$ cat src/rtl/gyro_pkg.sv
// Shared types and helpers for the gyro angle tracker.
package gyro_pkg;

  localparam int unsigned DATA_W = 16;

  typedef enum logic [1:0] {
    ST_WARMUP = 2'd0,
    ST_CAL    = 2'd1,
    ST_RUN    = 2'd2
  } state_t;

  // Signed add clamped to the range of a w-bit signed value (w <= 63).
  function automatic logic signed [63:0] sat_add(input logic signed [63:0] a,
                                                 input logic signed [63:0] b,
                                                 input int unsigned w);
    logic signed [63:0] sum;
    logic signed [63:0] hi;
    logic signed [63:0] lo;
    sum = a + b;
    hi  = (64'sd1 <<< (w - 1)) - 64'sd1;
    lo  = -(64'sd1 <<< (w - 1));
    if (sum > hi) return hi;
    if (sum < lo) return lo;
    return sum;
  endfunction

endpackage

$ cat src/rtl/gyro_axis_integ.sv
// One axis: bias calibration accumulator, deadband and saturating angle integrator.
module gyro_axis_integ
  import gyro_pkg::*;
#(
  parameter int unsigned CAL_LOG2 = 6,
  parameter int unsigned DEADBAND = 16,
  parameter int unsigned ANGLE_W  = 32
) (
  input  logic                      clk,
  input  logic                      rst,
  input  logic signed [DATA_W-1:0]  data,
  input  logic                      tick,
  input  logic                      cal_en,
  input  logic                      cal_done,
  input  logic                      clr_angle,
  input  logic                      clr_all,
  output logic signed [ANGLE_W-1:0] angle,
  output logic signed [DATA_W-1:0]  bias
);

  localparam int unsigned ACC_W = DATA_W + CAL_LOG2;
  localparam int unsigned C_W   = DATA_W + 1;
  localparam logic signed [C_W-1:0] DB_POS = C_W'(DEADBAND);
  localparam logic signed [C_W-1:0] DB_NEG = -DB_POS;

  logic signed [ACC_W-1:0] acc;
  logic signed [ACC_W-1:0] acc_sum;
  logic signed [C_W-1:0]   diff;
  logic signed [C_W-1:0]   corr;

  assign acc_sum = acc + ACC_W'(data);

  // Bias-corrected rate with small values squashed to zero.
  always_comb begin
    diff = C_W'(data) - C_W'(bias);
    corr = diff;
    if (diff >= DB_NEG && diff <= DB_POS) corr = '0;
  end

  always_ff @(posedge clk or negedge rst) begin
    if (!rst) begin
      acc <= '0;
    end else if (clr_all || cal_done) begin
      acc <= '0;
    end else if (cal_en) begin
      acc <= acc_sum;
    end
  end

  // The final sample is folded in directly so bias lands one cycle after the last cal tick.
  always_ff @(posedge clk or negedge rst) begin
    if (!rst) begin
      bias <= '0;
    end else if (clr_all) begin
      bias <= '0;
    end else if (cal_done) begin
      bias <= DATA_W'(acc_sum >>> CAL_LOG2);
    end
  end

  always_ff @(posedge clk or negedge rst) begin
    if (!rst) begin
      angle <= '0;
    end else if (clr_angle) begin
      angle <= '0;
    end else if (tick) begin
      angle <= ANGLE_W'(sat_add(64'(angle), 64'(corr), ANGLE_W));
    end
  end

endmodule

$ cat src/rtl/gyro_angle_tracker.sv
// Gyro rate integrator: tick prescaler, warm-up/calibration sequencing and three axis integrators.
module gyro_angle_tracker
  import gyro_pkg::*;
#(
  parameter int unsigned CLK_HZ    = 100_000_000,
  parameter int unsigned SAMPLE_HZ = 100,
  parameter int unsigned WARMUP    = 50,
  parameter int unsigned CAL_LOG2  = 6,
  parameter int unsigned DEADBAND  = 16,
  parameter int unsigned ANGLE_W   = 32
) (
  input  logic                      clk,
  input  logic                      rst,
  input  logic signed [DATA_W-1:0]  data_x,
  input  logic signed [DATA_W-1:0]  data_y,
  input  logic signed [DATA_W-1:0]  data_z,
  input  logic                      zero,
  input  logic                      recal,
  output logic                      ready,
  output logic                      angle_vld,
  output logic signed [ANGLE_W-1:0] angle_x,
  output logic signed [ANGLE_W-1:0] angle_y,
  output logic signed [ANGLE_W-1:0] angle_z,
  output logic signed [DATA_W-1:0]  bias_x,
  output logic signed [DATA_W-1:0]  bias_y,
  output logic signed [DATA_W-1:0]  bias_z
);

  localparam int unsigned TICK_DIV = CLK_HZ / SAMPLE_HZ;
  localparam int unsigned TICK_W   = $clog2(TICK_DIV);
  localparam int unsigned WARM_W   = (WARMUP < 2) ? 1 : $clog2(WARMUP);
  localparam int unsigned CAL_CW   = (CAL_LOG2 < 1) ? 1 : CAL_LOG2;
  localparam int unsigned CAL_N    = 1 << CAL_LOG2;

  state_t              state;
  state_t              state_next;
  logic [TICK_W-1:0]   tick_cnt;
  logic [WARM_W-1:0]   warm_cnt;
  logic [CAL_CW-1:0]   cal_cnt;
  logic                tick;
  logic                warm_last;
  logic                cal_last;
  logic                cal_en;
  logic                cal_done;
  logic                run_tick;
  logic                clr_angle;
  logic                clr_all;

  assign tick      = (tick_cnt == TICK_W'(TICK_DIV - 1));
  assign warm_last = (warm_cnt == WARM_W'(WARMUP - 1));
  assign cal_last  = (cal_cnt == CAL_CW'(CAL_N - 1));

  // Free-running sample prescaler, independent of zero/recal.
  always_ff @(posedge clk or negedge rst) begin
    if (!rst) begin
      tick_cnt <= '0;
    end else if (tick) begin
      tick_cnt <= '0;
    end else begin
      tick_cnt <= tick_cnt + TICK_W'(1);
    end
  end

  always_ff @(posedge clk or negedge rst) begin
    if (!rst) begin
      state <= ST_WARMUP;
    end else begin
      state <= state_next;
    end
  end

  always_comb begin
    state_next = state;
    if (recal) begin
      state_next = ST_CAL;
    end else begin
      case (state)
        ST_WARMUP: if (WARMUP == 0 || (tick && warm_last)) state_next = ST_CAL;
        ST_CAL:    if (tick && cal_last) state_next = ST_RUN;
        ST_RUN:    state_next = ST_RUN;
        default:   state_next = ST_WARMUP;
      endcase
    end
  end

  always_comb begin
    cal_en    = 1'b0;
    cal_done  = 1'b0;
    run_tick  = 1'b0;
    clr_angle = 1'b0;
    clr_all   = 1'b0;
    if (recal) begin
      clr_all   = 1'b1;
      clr_angle = 1'b1;
    end else begin
      case (state)
        ST_CAL: begin
          cal_en   = tick;
          cal_done = tick && cal_last;
        end
        ST_RUN: begin
          clr_angle = zero;
          run_tick  = tick && !zero;
        end
        default: ;
      endcase
    end
  end

  always_ff @(posedge clk or negedge rst) begin
    if (!rst) begin
      warm_cnt <= '0;
    end else if (state == ST_WARMUP && tick) begin
      warm_cnt <= warm_cnt + WARM_W'(1);
    end
  end

  // Wraps to zero naturally after the last calibration sample.
  always_ff @(posedge clk or negedge rst) begin
    if (!rst) begin
      cal_cnt <= '0;
    end else if (clr_all) begin
      cal_cnt <= '0;
    end else if (cal_en) begin
      cal_cnt <= cal_cnt + CAL_CW'(1);
    end
  end

  always_ff @(posedge clk or negedge rst) begin
    if (!rst) begin
      ready     <= 1'b0;
      angle_vld <= 1'b0;
    end else begin
      ready     <= (state_next == ST_RUN);
      angle_vld <= run_tick;
    end
  end

  gyro_axis_integ #(.CAL_LOG2(CAL_LOG2), .DEADBAND(DEADBAND), .ANGLE_W(ANGLE_W)) u_axis_x (
    .clk(clk), .rst(rst), .data(data_x), .tick(run_tick), .cal_en(cal_en),
    .cal_done(cal_done), .clr_angle(clr_angle), .clr_all(clr_all),
    .angle(angle_x), .bias(bias_x)
  );

  gyro_axis_integ #(.CAL_LOG2(CAL_LOG2), .DEADBAND(DEADBAND), .ANGLE_W(ANGLE_W)) u_axis_y (
    .clk(clk), .rst(rst), .data(data_y), .tick(run_tick), .cal_en(cal_en),
    .cal_done(cal_done), .clr_angle(clr_angle), .clr_all(clr_all),
    .angle(angle_y), .bias(bias_y)
  );

  gyro_axis_integ #(.CAL_LOG2(CAL_LOG2), .DEADBAND(DEADBAND), .ANGLE_W(ANGLE_W)) u_axis_z (
    .clk(clk), .rst(rst), .data(data_z), .tick(run_tick), .cal_en(cal_en),
    .cal_done(cal_done), .clr_angle(clr_angle), .clr_all(clr_all),
    .angle(angle_z), .bias(bias_z)
  );

endmodule
$ cat config.mk
export PLATFORM = sky130hd
export DESIGN_NAME = gyro_angle_tracker
export DESIGN_NICKNAME = d
export VERILOG_FILES = /design/src/rtl/gyro_pkg.sv /design/src/rtl/gyro_axis_integ.sv /design/src/rtl/gyro_angle_tracker.sv
export SDC_FILE = /design/constraint.sdc
export NUM_CORES = 1
export LEC_CHECK = 0
export ABC_AREA = 1
export CAP_MARGIN = 30
export CORE_ASPECT_RATIO = 1.2
export CORE_MARGIN = 1
export CORE_UTILIZATION = 55
export CTS_CLUSTER_SIZE = 28
export DETAILED_ROUTE_END_ITERATION = 10
export PLACE_DENSITY = 0.79
export SYNTH_ARGS = -nofsm -noshare
export SYNTH_HDL_FRONTEND = slang
export SYNTH_SLANG_ARGS = --single-unit
export TNS_END_PERCENT = 10
$ cat constraint.sdc
create_clock -name clk -period 12.8 [get_ports clk]
set_input_delay 3.84 -clock clk [delete_from_list [all_inputs] [get_ports clk]]
set_output_delay 3.84 -clock clk [all_outputs]
set_load 0.005 [all_outputs]
# Word-level counts from Yosys, hierarchy flattened
# Index checks and enable logic that the tools add are counted.
[word_totals]
in_bits = 52
word_cells = 129
output_inout_bits = 146
regBits = 246
[op_classes]
order_cmp = 12
reduce_logical = 14
mux = 70
eq_ne = 6
n_addsub = 12
[op_table]
columns = ["operator", "n"]
rows = [
  ["2-to-1 mux 32 bit", 18],
  ["2-to-1 mux 22 bit", 6],
  ["adder 32 x 17 -> 33 bit", 3],
  ["greater-than comparator 33 x 32 -> 1 bit, second input constant", 3],
  ["< comparator 33 x 32 -> 1 bit, second input constant", 3],
  ["2-to-1 mux 16 bit", 6],
  ["adder 22 x 16 -> 22 bit", 3],
  [">= comparator 17 x 5 -> 1 bit, second input constant", 3],
  ["less-or-equal comparator 17 x 6 -> 1 bit, second input constant", 3],
  ["2-to-1 mux 17 bit", 3],
  ["subtractor 16 x 16 -> 17 bit", 3],
  ["2-to-1 mux 1 bit", 30],
  ["adder 20 x 1 -> 20 bit, second input constant", 1],
  ["== test 20 bit, second input constant", 1],
  ["2-to-1 mux 20 bit", 1],
  ["adder 6 x 1 -> 6 bit, second input constant", 2],
  ["== test 6 bit, second input constant", 2],
  ["2-to-1 mux 6 bit", 2],
  ["nonzero test 2 bit", 4],
  ["logical AND 1 bit", 7],
  ["2-to-1 mux 2 bit", 3],
  ["case mux 2 bit (3 select lines)", 1],
  ["== test 2 bit, second input constant", 2],
  ["== test 2 x 1 -> 1 bit, second input constant", 1],
  ["3 further kinds", 3],
]

# Logic depth before layout (Yosys ltp)
# Gate-level depths: netlist (run 1).
[logic_depth]
ltp_word = 16
mapped_depth = 36
mapped_depth_nobuf = 35

# Hierarchy
# From an unflattened synthesis (run 1), not the netlist that was laid out.
[unflattened]
cells_unflattened = 3553
hier_area_um2 = 23706.5
[by_module_without_submodules]
columns = ["mod", "instances", "area_each_um2", "seq_area_each_um2", "cells_each"]
rows = [
  ["gyro_axis_integ at u_axis_y ...", 2, 7219.4, 1751.7, 1090],
  ["gyro_axis_integ at u_axis_x", 1, 7169.4, 1751.7, 1092],
  ["gyro_angle_tracker", 1, 2098.3, 900.9, 281],
]

# Worst setup path after synthesis (run 1)
# No wires, ideal clock.
[synth_timing]
kind = "input-to-reg"
from = "in data_x[0]"
to = "reg u_axis_x.angle[13]"
setup_slack_ps = 5088
required_time_ps = 12672
path_stages = 26
t_arrival_ps = 7584
path_cell_list = "inv_1 -> ha_1 -> fa_1 -> inv_1 -> nand3_1 -> nand2_1 -> nand2_1 -> nand2_1 -> nand2_1 -> nand3_1 -> nand2_1 -> nand3_1 -> nor2_1 -> a21oi_1 -> ha_1 -> a21oi_1 -> o21ai_0 -> a21oi_1 -> nor2_1 -> nor2_1 -> nand3_1 -> nand2_1 -> nand2_2 -> buf_4 -> nand3_1 -> nand3_1"
[synth_between]
elab_chain_cells = 14
[synth_rtl]
columns = ["item", "line", "source"]
rows = [
  ["start, declared", "gyro_angle_tracker.sv:14", "input logic signed [DATA_W-1:0] data_x,"],
  ["subtractor 16 x 16 -> 17 bit *", "gyro_axis_integ.sv:35", "diff = C_W'(data) - C_W'(bias);"],
  [">= comparator 17 x 5 -> 1 bit / less-or-equal comparator 17 x 6 -> 1 bit (equally long branches)", "gyro_axis_integ.sv:37", "if (diff >= DB_NEG && diff <= DB_POS) corr = '0;"],
  ["logical AND 1 bit", "gyro_axis_integ.sv:37", ""],
  ["2-to-1 mux 17 bit *", "gyro_axis_integ.sv:37", ""],
  ["adder 32 x 17 -> 33 bit *", "gyro_pkg.sv:19", "sum = a + b;"],
  ["< comparator 33 x 32 -> 1 bit", "gyro_pkg.sv:23", "if (sum < lo) return lo;"],
  ["2-to-1 mux 1 bit (2 in a row)", "gyro_pkg.sv:23", ""],
  ["2-to-1 mux 1 bit", "gyro_axis_integ.sv:66", "end else if (tick) begin"],
  ["2-to-1 mux 1 bit", "gyro_axis_integ.sv:64", "end else if (clr_angle) begin"],
  ["2-to-1 mux 32 bit", "gyro_pkg.sv:24", "return sum;"],
  ["2-to-1 mux 32 bit *", "gyro_pkg.sv:23", ""],
  ["2-to-1 mux 32 bit *", "gyro_axis_integ.sv:66", ""],
  ["2-to-1 mux 32 bit *", "gyro_axis_integ.sv:64", ""],
  ["end signal, assigned", "gyro_axis_integ.sv:67", "angle <= ANGLE_W'(sat_add(64'(angle), 64'(corr), ANGLE_W));"],
  ["end, declared", "gyro_axis_integ.sv:17", "output logic signed [ANGLE_W-1:0] angle,"],
]
# Every way passes the cells marked *; elsewhere a longest branch is shown, timed or not. The select of a mux whose other input is x is not followed.
# A chain may end at the register's enable or synchronous reset.

# Worst setup path after layout (run 1)
[layout_timing]
from = "in data_y[1]"
to = "reg u_axis_y.angle[24]"
[layout_between]
elab_chain_cells = 14
[layout_rtl]
columns = ["item", "line", "source"]
rows = [
  ["start, declared", "gyro_angle_tracker.sv:15", "input logic signed [DATA_W-1:0] data_y,"],
  ["subtractor 16 x 16 -> 17 bit *", "gyro_axis_integ.sv:35", ""],
  [">= comparator 17 x 5 -> 1 bit / less-or-equal comparator 17 x 6 -> 1 bit (equally long branches)", "gyro_axis_integ.sv:37", ""],
  ["logical AND 1 bit", "gyro_axis_integ.sv:37", ""],
  ["2-to-1 mux 17 bit *", "gyro_axis_integ.sv:37", ""],
  ["adder 32 x 17 -> 33 bit *", "gyro_pkg.sv:19", ""],
  ["< comparator 33 x 32 -> 1 bit", "gyro_pkg.sv:23", ""],
  ["2-to-1 mux 1 bit (2 in a row)", "gyro_pkg.sv:23", ""],
  ["2-to-1 mux 1 bit", "gyro_axis_integ.sv:66", ""],
  ["2-to-1 mux 1 bit", "gyro_axis_integ.sv:64", ""],
  ["2-to-1 mux 32 bit", "gyro_pkg.sv:24", ""],
  ["2-to-1 mux 32 bit *", "gyro_pkg.sv:23", ""],
  ["2-to-1 mux 32 bit *", "gyro_axis_integ.sv:66", ""],
  ["2-to-1 mux 32 bit *", "gyro_axis_integ.sv:64", ""],
  ["end signal, assigned", "gyro_axis_integ.sv:67", ""],
  ["end, declared", "gyro_axis_integ.sv:17", ""],
]
# Marked as above.

==> Implementation_results.wiki, run 1 <==
{| class="wikitable"
! Metric !! Value
|-
| Register area share after synthesis || between 20% and 30%
|-
| Proportion of total power due to net switching || 31.0%
|-
| Internal power || roughly 1400 uW
|-
| Vias per inst || ~5.7
|-
| Via total after detailed routing || between 20000 and 25000
|-
| Max Cap Violations || 0
|-
| Dpl cell area || approximately 25000 um^2
|-
| Most frequently used flop master after synthesis || dfrtp_1
|-
| TritonCTS clock tree || built
|-
| Final min period || 8530 ps
|-
| Grt ovf || 0
|-
| Via count of the first global-routing pass || 22125
|-
| Placer Congestion || about 1
|-
| Antenna violations before repair || 0
|-
| Slowest stage cell, crit path || clkdlybuf4s50_1
|-
| P&R area growth vs syn || 14.6%
|-
| FFs w/ async S/R, synth || 100%
|-
| Yosys cell types || 48
|-
| Worst Max-Slew Pin Slew || roughly 910 ps
|-
| Worst skew pair latency || about 600 ps
|-
| Unrepaired setup endpoints after global routing || no
|-
| Final routed wirelength across all metal layers || approximately 70000 um
|-
| Count of cells resized by post-cts repair || 0
|-
| Final setup violating endpoints || 0
|-
| Site Rows || just over 80
|-
| Biggest fanout along the worst timing path || 28
|-
| Placeable core region || slightly above 40000 um^2
|-
| Data required time of the worst path || 13240 ps
|-
| Worst-case clock buffer depth || 3
|-
| Overall track demand over capacity in global routing || approximately a third
|-
| Antenna Cells || 0
|-
| Setup tns final || 0 ps
|-
| Relative contribution of the clock network to total power || a little over two fifths
|-
| Crit-path max cell delay || approximately 690 ps
|-
| Combinational share of power || a little over a fifth
|-
| 1st-pass router iterations || 6
|-
| Number of setup buffers added after CTS || 0
|-
| Remaining max-slew budget at the tightest pin || about two fifths
|-
| DIE AREA || approximately 42000 um^2
|-
| Number of design-rule violations left by the first detailed-router iteration || ~1500
|-
| Reported leakage power || 0.0136 uW
|-
| Max-slew violation total from the final report || 0
|-
| Highest attainable clock frequency || 117 MHz
|-
| VDD IR-drop max || approximately 0.11 mV
|-
| Sinks on Clock Net || between 200 and 250
|-
| Wire length of the first global-routing pass || 111000 um
|-
| Fraction of the core area covered by cells at the end of the flow || between 60% and 70%
|-
| Die X || 188 um
|-
| Post-DP HPWL || 53000 um
|-
| Syn avg cell area || approximately 6.7 um^2
|-
| Post-CTS Hold Fix Bufs || 0
|-
| Routed wirelength normalized by instance count || 16.3 um
|-
| Period utilisation layout || 66.6%
|-
| Layout cells sized above 1 || ~2.7%
|-
| Worst min path class || flop to flop
|-
| Post-synthesis instance total || between 3000 and 4000
|-
| Switching power of the nets || ~650 uW
|-
| Syn. warnings || 0
|-
| Root buffer cell || clkbuf_16
|-
| NumNets Final || between 3000 and 4000
|-
| Synth Register Bits || between 200 and 250
|-
| Starting utilization of the core area || between 50 and 60%
|-
| Io pins || ~200
|-
| Netlist Area Pre-Place || roughly 23000 um^2
|-
| Area of the multi-input gates || between 10000 and 15000 um^2
|-
| DRT antenna net count || 0
|-
| Power density over the cells || ~80 nW/um^2
|-
| Cell area after layout || roughly 26000 um^2
|-
| Number of nets in the synthesized netlist || 3699
|-
| Largest net degree at the start of global routing || around 100
|-
| Arrival time at the worst endpoint || 8970 ps
|-
| Status || completed
|-
| Clock-pin slew on the worst setup and hold paths || 60 ps
|-
| H-Tree Depth || 1
|-
| Startpoint class of the critical path || input pin
|-
| Post-layout power || roughly 2100 uW
|-
| Maximum clock skew at final layout || approximately 16 ps
|-
| CP Capture Type || flop
|-
| DRC errors left || 0
|-
| Number of filler cells placed in the layout || slightly below 4000
|-
| Final Hold Vio Count || 0
|-
| Number of clock buffers inserted by TritonCTS || 29
|-
| Critical path type || input pin to flop
|-
| Most frequent CP cell || nand2_1
|-
| Die extent in y || approximately 230 um
|-
| Storage element area || 6160 um^2
|-
| Count of input and output buffers || slightly below 200
|-
| Power share of the sequential group || 37.5%
|-
| Number of synthesized flops with an enable pin || 0
|}
-- power by group through the flow --
stage          Clock (uW)  Sequential (uW)  Combinational (uW)
2_1_floorplan           0              800                 310
3_5_place_dp            0              801                 429
6_report              874              787                 438
5_1_grt               923              787                 492
3_3_place_gp            0              801                 426
4_1_cts               890              787                 432
-- path summary, 6_finish.rpt --
| path | end | cells past startpoint | from | slack [ps] |
|---|---|---|---|---|
| setup reg to reg | u_axis_x.angle[18]$_DFFE_PN0P_ | 31 | u_axis_x.bias[0]$_DFFE_PN0N_ | 7660 |
| max in group asynchronous | u_axis_x.bias[7]$_DFFE_PN0N_ | 2 | rst | 8060 |
| hold / removal | tick_cnt[0]$_DFF_PN0_ | 1 | tick_cnt[0]$_DFF_PN0_ | 470 |
| setup / recovery | u_axis_y.angle[24]$_DFFE_PN0P_ | 30 | data_y[1] | 4270 |
| hold reg to reg | tick_cnt[0]$_DFF_PN0_ | 1 | tick_cnt[0]$_DFF_PN0_ | 470 |
| min in group asynchronous | u_axis_y.bias[13]$_DFFE_PN0N_ | 1 | rst | 3320 |
-- worst max-delay path: cells and delay by family --
family / cells / cell delay [ps]
fa+ha+maj: 3 / 1030
xor+xnor: 1 / 300
buf+inv: 5 / 1050
simple gates: 20 / 2510
compound gates: 1 / 230
-- registers in the layout (all words and copies together), names as in the netlist --
signal          count
u_axis_y.angle     32
u_axis_y.acc       22
u_axis_x.bias      16
u_axis_y.bias      16
u_axis_z.angle     32
angle_vld           1
u_axis_x.acc       22
warm_cnt            6
cal_cnt             6
ready               1
tick_cnt           20
u_axis_x.angle     32
u_axis_z.bias      16
state               2
u_axis_z.acc       22
-- logic make-up (layout without fill, tap and decap cells) --
family | after synthesis | count (layout) | share of synthesized area (%)
multiplexers | 1 | 1 | 0.0437
XOR/XNOR | 132 | 132 | 5.05
adder cells (fa/ha/maj) | 220 | 220 | 12.3
AO/OA/AOI/OAI | 566 | 566 | 13.7
buffers and inverters | 439 | 638 | 7.97
AND/OR/NAND/NOR | 1823 | 1823 | 34.1
flip-flops | 246 | 246 | 26.9
-- cell usage in the layout, fill, tap and decap left out, types with 5 or more instances in the layout --
cell             Yosys  final
xor2_1             101    101
a211oi_1             7      7
o21ai_1             24     24
nand3b_1            30     30
o21ai_0            149    149
inv_2                7      6
or2_2                6      6
o22ai_1             19     19
clkbuf_16            0     29
ha_1               211    211
o21a_1              17     17
o31ai_1             11     11
nor4_1              22     22
fa_1                 9      9
nand2_2             13     13
buf_4               15      7
nand3_1            351    351
nor3_1              41     41
inv_1              371    371
and2_1               6      6
clkinv_2             1      8
o21bai_1            13     13
clkbuf_8             0      5
nand2_1           1026   1026
dfrtp_1            246    246
a21oi_1            271    271
a22o_1              13     13
clkdlybuf4s50_1      0    196
nor2_1             265    265
clkbuf_1             9      5
o211ai_1             5      5
nand4_1             51     51
a21o_1              25     25
a31oi_1              5      5
xnor2_1             31     31
-- synth_stat cells, types with 2 or more instances --
cell type / n / share of area, %
o21ai_1: 24 / 0.52
o21bai_1: 13 / 0.43
inv_1: 371 / 6.1
buf_6: 12 / 0.59
nor4_1: 22 / 0.60
o21a_1: 17 / 0.56
nor2_1: 265 / 4.3
xor2_1: 101 / 3.9
nand4_1: 51 / 1.4
a22o_1: 13 / 0.50
nand3_1: 351 / 7.7
nand2_1: 1026 / 17
nor2_4: 2 / 0.098
ha_1: 211 / 12
o22ai_1: 19 / 0.52
a211oi_1: 7 / 0.23
nand2_4: 2 / 0.098
nand2_2: 13 / 0.36
and2_1: 6 / 0.16
a221oi_1: 4 / 0.15
a21oi_1: 271 / 5.9
o211ai_1: 5 / 0.16
a21o_1: 25 / 0.82
inv_2: 7 / 0.11
a31oi_1: 5 / 0.14
or2_2: 6 / 0.16
nor3_1: 41 / 0.90
xnor2_1: 31 / 1.2
clkbuf_1: 9 / 0.15
fa_1: 9 / 0.79
buf_4: 15 / 0.49
nand4_4: 2 / 0.19
buf_2: 23 / 0.50
o21ai_0: 149 / 3.3
dfrtp_1: 246 / 27
o31ai_1: 11 / 0.36
nand3b_1: 30 / 0.98
nand3_2: 2 / 0.087
-- cell type report --
cell class | instances | area share (%)
Sequential cell | 246 | 23.4
Inverter | 379 | 5.43
Multi-Input combinational cell | 2742 | 56.8
Clock inverter | 14 | 0.696
Timing Repair Buffer | 206 | 7.94
Clock buffer | 39 | 3.10
Tap cell | 539 | 2.57
-- routing by layer --
| metal | up-vias | part of all wire (%) | GRT usage (%) |
|---|---|---|---|
| met5 | - | 0 | 0 |
| met2 | 755 | 47 | 53.5 |
| met1 | 10956 | 45 | 42.7 |
| met4 | 0 | 3.1 | 11.1 |
| met3 | 124 | 5.6 | 3.44 |
| li1 | 11785 | - | - |
-- metrics by stage --
stage | hold WS [ps] | setup slack (ps) | std cells
4_1_cts | 479 | 4340 | 4164
2_1_floorplan | 433 | 5090 | 3427
6_report | 474 | 4270 | 4165
3_3_place_gp | 452 | 3900 | 4110
5_1_grt | 504 | 3610 | 4165
3_5_place_dp | 458 | 3760 | 4111
(Power assumes the default switching activity.)
==> run 2: changes to the inputs <==
- clock period: 12.8 -> 8.4 ns (I/O delays scaled with it)
==> run 2 against run 1 <==
  * Combinational power rose by 52%
  * Flip-flop and latch count did not move
  * Critical endpoint is now u_axis_z.angle[4]$_DFFE_PN0P_
  * Sequential power rose by 52%
  * Largest cell class unchanged
  * Clock skew rose by 9.5 ps
==> Implementation_results.wiki, run 2 (same netlist as run 1, synthesis figures left out) <==
{| class="wikitable"
! Metric !! Value
|-
| Cell area after layout || 26300 um^2 (+0.12%)
|-
| Clock-pin slew on the worst setup and hold paths || 60 ps (about the same)
|-
| Final min period || 7300 ps
|-
| Worst Max-Slew Pin Slew || 907 ps (+1.21 ps)
|-
| NumNets Final || 3877 (+0.026%)
|-
| Worst-case clock buffer depth || 3 (unchanged)
|-
| Count of cells resized by post-cts repair || 0 (unchanged)
|-
| Antenna Cells || 0 (unchanged)
|-
| Unrepaired setup endpoints after global routing || no
|-
| Dpl cell area || 25300 um^2 (about the same)
|-
| Largest net degree at the start of global routing || 150 (+44%)
|-
| Critical path type || input pin to flop
|-
| Overall track demand over capacity in global routing || 31.7% (-0.18 points)
|-
| Worst slack at placement || 574 ps (-3190 ps)
|-
| P&R area growth vs syn || 14.8%
|-
| Final routed wirelength across all metal layers || 67300 um (-0.97%)
|-
| Crit-path max cell delay || 520 ps (-170 ps)
|-
| Count of input and output buffers || 197 (unchanged)
|-
| Antenna violations before repair || 1 (+1)
|-
| Layout cells sized above 1 || 2.78% (+0.054 points)
|-
| Setup slack of the critical path after layout || 1100 ps (-3170 ps)
|-
| Die extent in y || 226 um (unchanged)
|-
| Slowest stage cell, crit path || clkdlybuf4s50_1
|-
| Via total after detailed routing || 23532 (-0.37%)
|-
| Placeable core region || 40900 um^2 (unchanged)
|-
| VDD IR-drop max || 0.145 mV (+34%)
|-
| Grt ovf || 0 (unchanged)
|-
| 1st-pass router iterations || 6 (unchanged)
|-
| Placer Congestion || 1.00 (-1.1%)
|-
| Worst min path class || flop to flop
|-
| DRC errors left || 0 (unchanged)
|-
| Sinks on Clock Net || 246 (unchanged)
|-
| Post-layout power || 3250 uW (+55%)
|-
| Top Family by Delay on Critical Path || simple AND/OR/NAND/NOR gates
|-
| DIE AREA || 42500 um^2 (unchanged)
|-
| Via count of the first global-routing pass || 22524 (+1.8%)
|-
| DRT antenna net count || 0 (unchanged)
|-
| Arrival time at the worst endpoint || 7790 ps (-1180 ps)
|-
| Number of clock buffers inserted by TritonCTS || 29 (unchanged)
|-
| Wire length of the first global-routing pass || 111000 um (-0.19%)
|-
| Routed wirelength normalized by instance count || 16.2 um (-1.0%)
|-
| Biggest fanout along the worst timing path || 28 (unchanged)
|-
| Startpoint class of the critical path || input pin
|-
| Status || completed
|-
| Commonest non-fill, non-tap cells in the layout || 1026 x nand2_1, 371 x inv_1, 351 x nand3_1
|-
| Number of setup buffers added after CTS || 0 (unchanged)
|-
| Post-CTS Hold Fix Bufs || 0 (unchanged)
|-
| Vias per inst || 5.65 (-0.42%)
|-
| Root buffer cell || clkbuf_16
|-
| Data required time of the worst path || 8890 ps (-4350 ps)
|-
| Power density over the cells || 124 nW/um^2 (+55%)
|-
| Most frequent standard cell in the layout excluding fill and tap cells || nand2_1
|-
| Number of filler cells placed in the layout || 3923 (+2.0%)
|-
| Number of design-rule violations left by the first detailed-router iteration || 1443 (-5.3%)
|-
| Most frequent CP cell || nand2_1
|-
| Setup tns final || 0 ps (unchanged)
|-
| H-Tree Depth || 1 (unchanged)
|-
| Maximum clock skew at final layout || 25.9 ps (+9.49 ps)
|-
| Remaining max-slew budget at the tightest pin || 39.5% (-0.081 points)
|-
| Starting utilization of the core area || 55.9% (unchanged)
|-
| Site Rows || 81 (unchanged)
|-
| TritonCTS clock tree || built
|-
| Buffer and inverter count on the worst path || 4 (-1)
|-
| Io pins || 198 (unchanged)
|-
| Worst Hold Margin || 477 ps (+2.79 ps)
|-
| Reported leakage power || 0.0136 uW (+0.17%)
|-
| Final setup violating endpoints || 0 (unchanged)
|-
| Worst skew pair latency || 580 ps (about the same)
|-
| Die X || 188 um (unchanged)
|-
| Top Registers || u_axis_x.angle (32), u_axis_y.angle (32), u_axis_z.angle (32)
|-
| Max Cap Violations || 0 (unchanged)
|-
| Post-DP HPWL || 52500 um (-0.98%)
|-
| Max-slew violation total from the final report || 0 (unchanged)
|-
| Highest attainable clock frequency || between 100 and 150 MHz
|-
| Period utilisation layout || 86.9%
|-
| Final Hold Vio Count || 0 (unchanged)
|-
| CP Capture Type || flop
|}
-- run 2: cell count changes in the layout (fill, tap and decap cells not counted), moves of 2 or more --
cell       previous run  this run
bufinv_16             4         6
clkinv_2              8        10
buf_16                2         0
buf_12                0         2
-- run 2: path summary, 6_finish.rpt --
path | start | end | slack, ps | depth (start not counted)
max in group asynchronous | rst | u_axis_x.angle[27]$_DFFE_PN0P_ | 5140 | 2
setup / recovery | data_z[0] | u_axis_z.angle[4]$_DFFE_PN0P_ | 1100 | 30
hold reg to reg | tick_cnt[0]$_DFF_PN0_ | tick_cnt[0]$_DFF_PN0_ | 480 | 1
hold / removal | tick_cnt[0]$_DFF_PN0_ | tick_cnt[0]$_DFF_PN0_ | 480 | 1
setup reg to reg | u_axis_z.bias[0]$_DFFE_PN0N_ | u_axis_z.angle[4]$_DFFE_PN0P_ | 3180 | 28
min in group asynchronous | rst | u_axis_y.acc[16]$_DFFE_PN0P_ | 1930 | 1
-- run 2: metrics by stage --
step | utilization [%] | cells
finish | 64.2 | 4167
global route | 64.2 | 4167
CTS | 64.2 | 4167
detailed placement | 61.7 | 4113
global placement | 61.6 | 4112
floorplan | - | 3427
-- run 2: per-layer routing --
metal	global-route usage [%]	part of all wire, %
met5	0	0.019
met4	12.4	3.7
met3	3.18	5.0
met2	53.3	46
met1	42.0	45
-- run 2: power breakdown --
group          leakage, uW  internal, uW  switching (uW)
clock             0.000513           851             535
sequential         0.00341          1190            4.94
combinational      0.00972           215             450
total               0.0136          2260             990
-- run 2: final cells by class --
cell class	count	area [um^2]	area share (%)
Clock inverter	16	236	0.899
Tap cell	539	674	2.56
Inverter	379	1430	5.42
Timing Repair Buffer	207	2080	7.90
Multi-Input combinational cell	2742	14900	56.8
Sequential cell	246	6160	23.4
Clock buffer	38	800	3.04
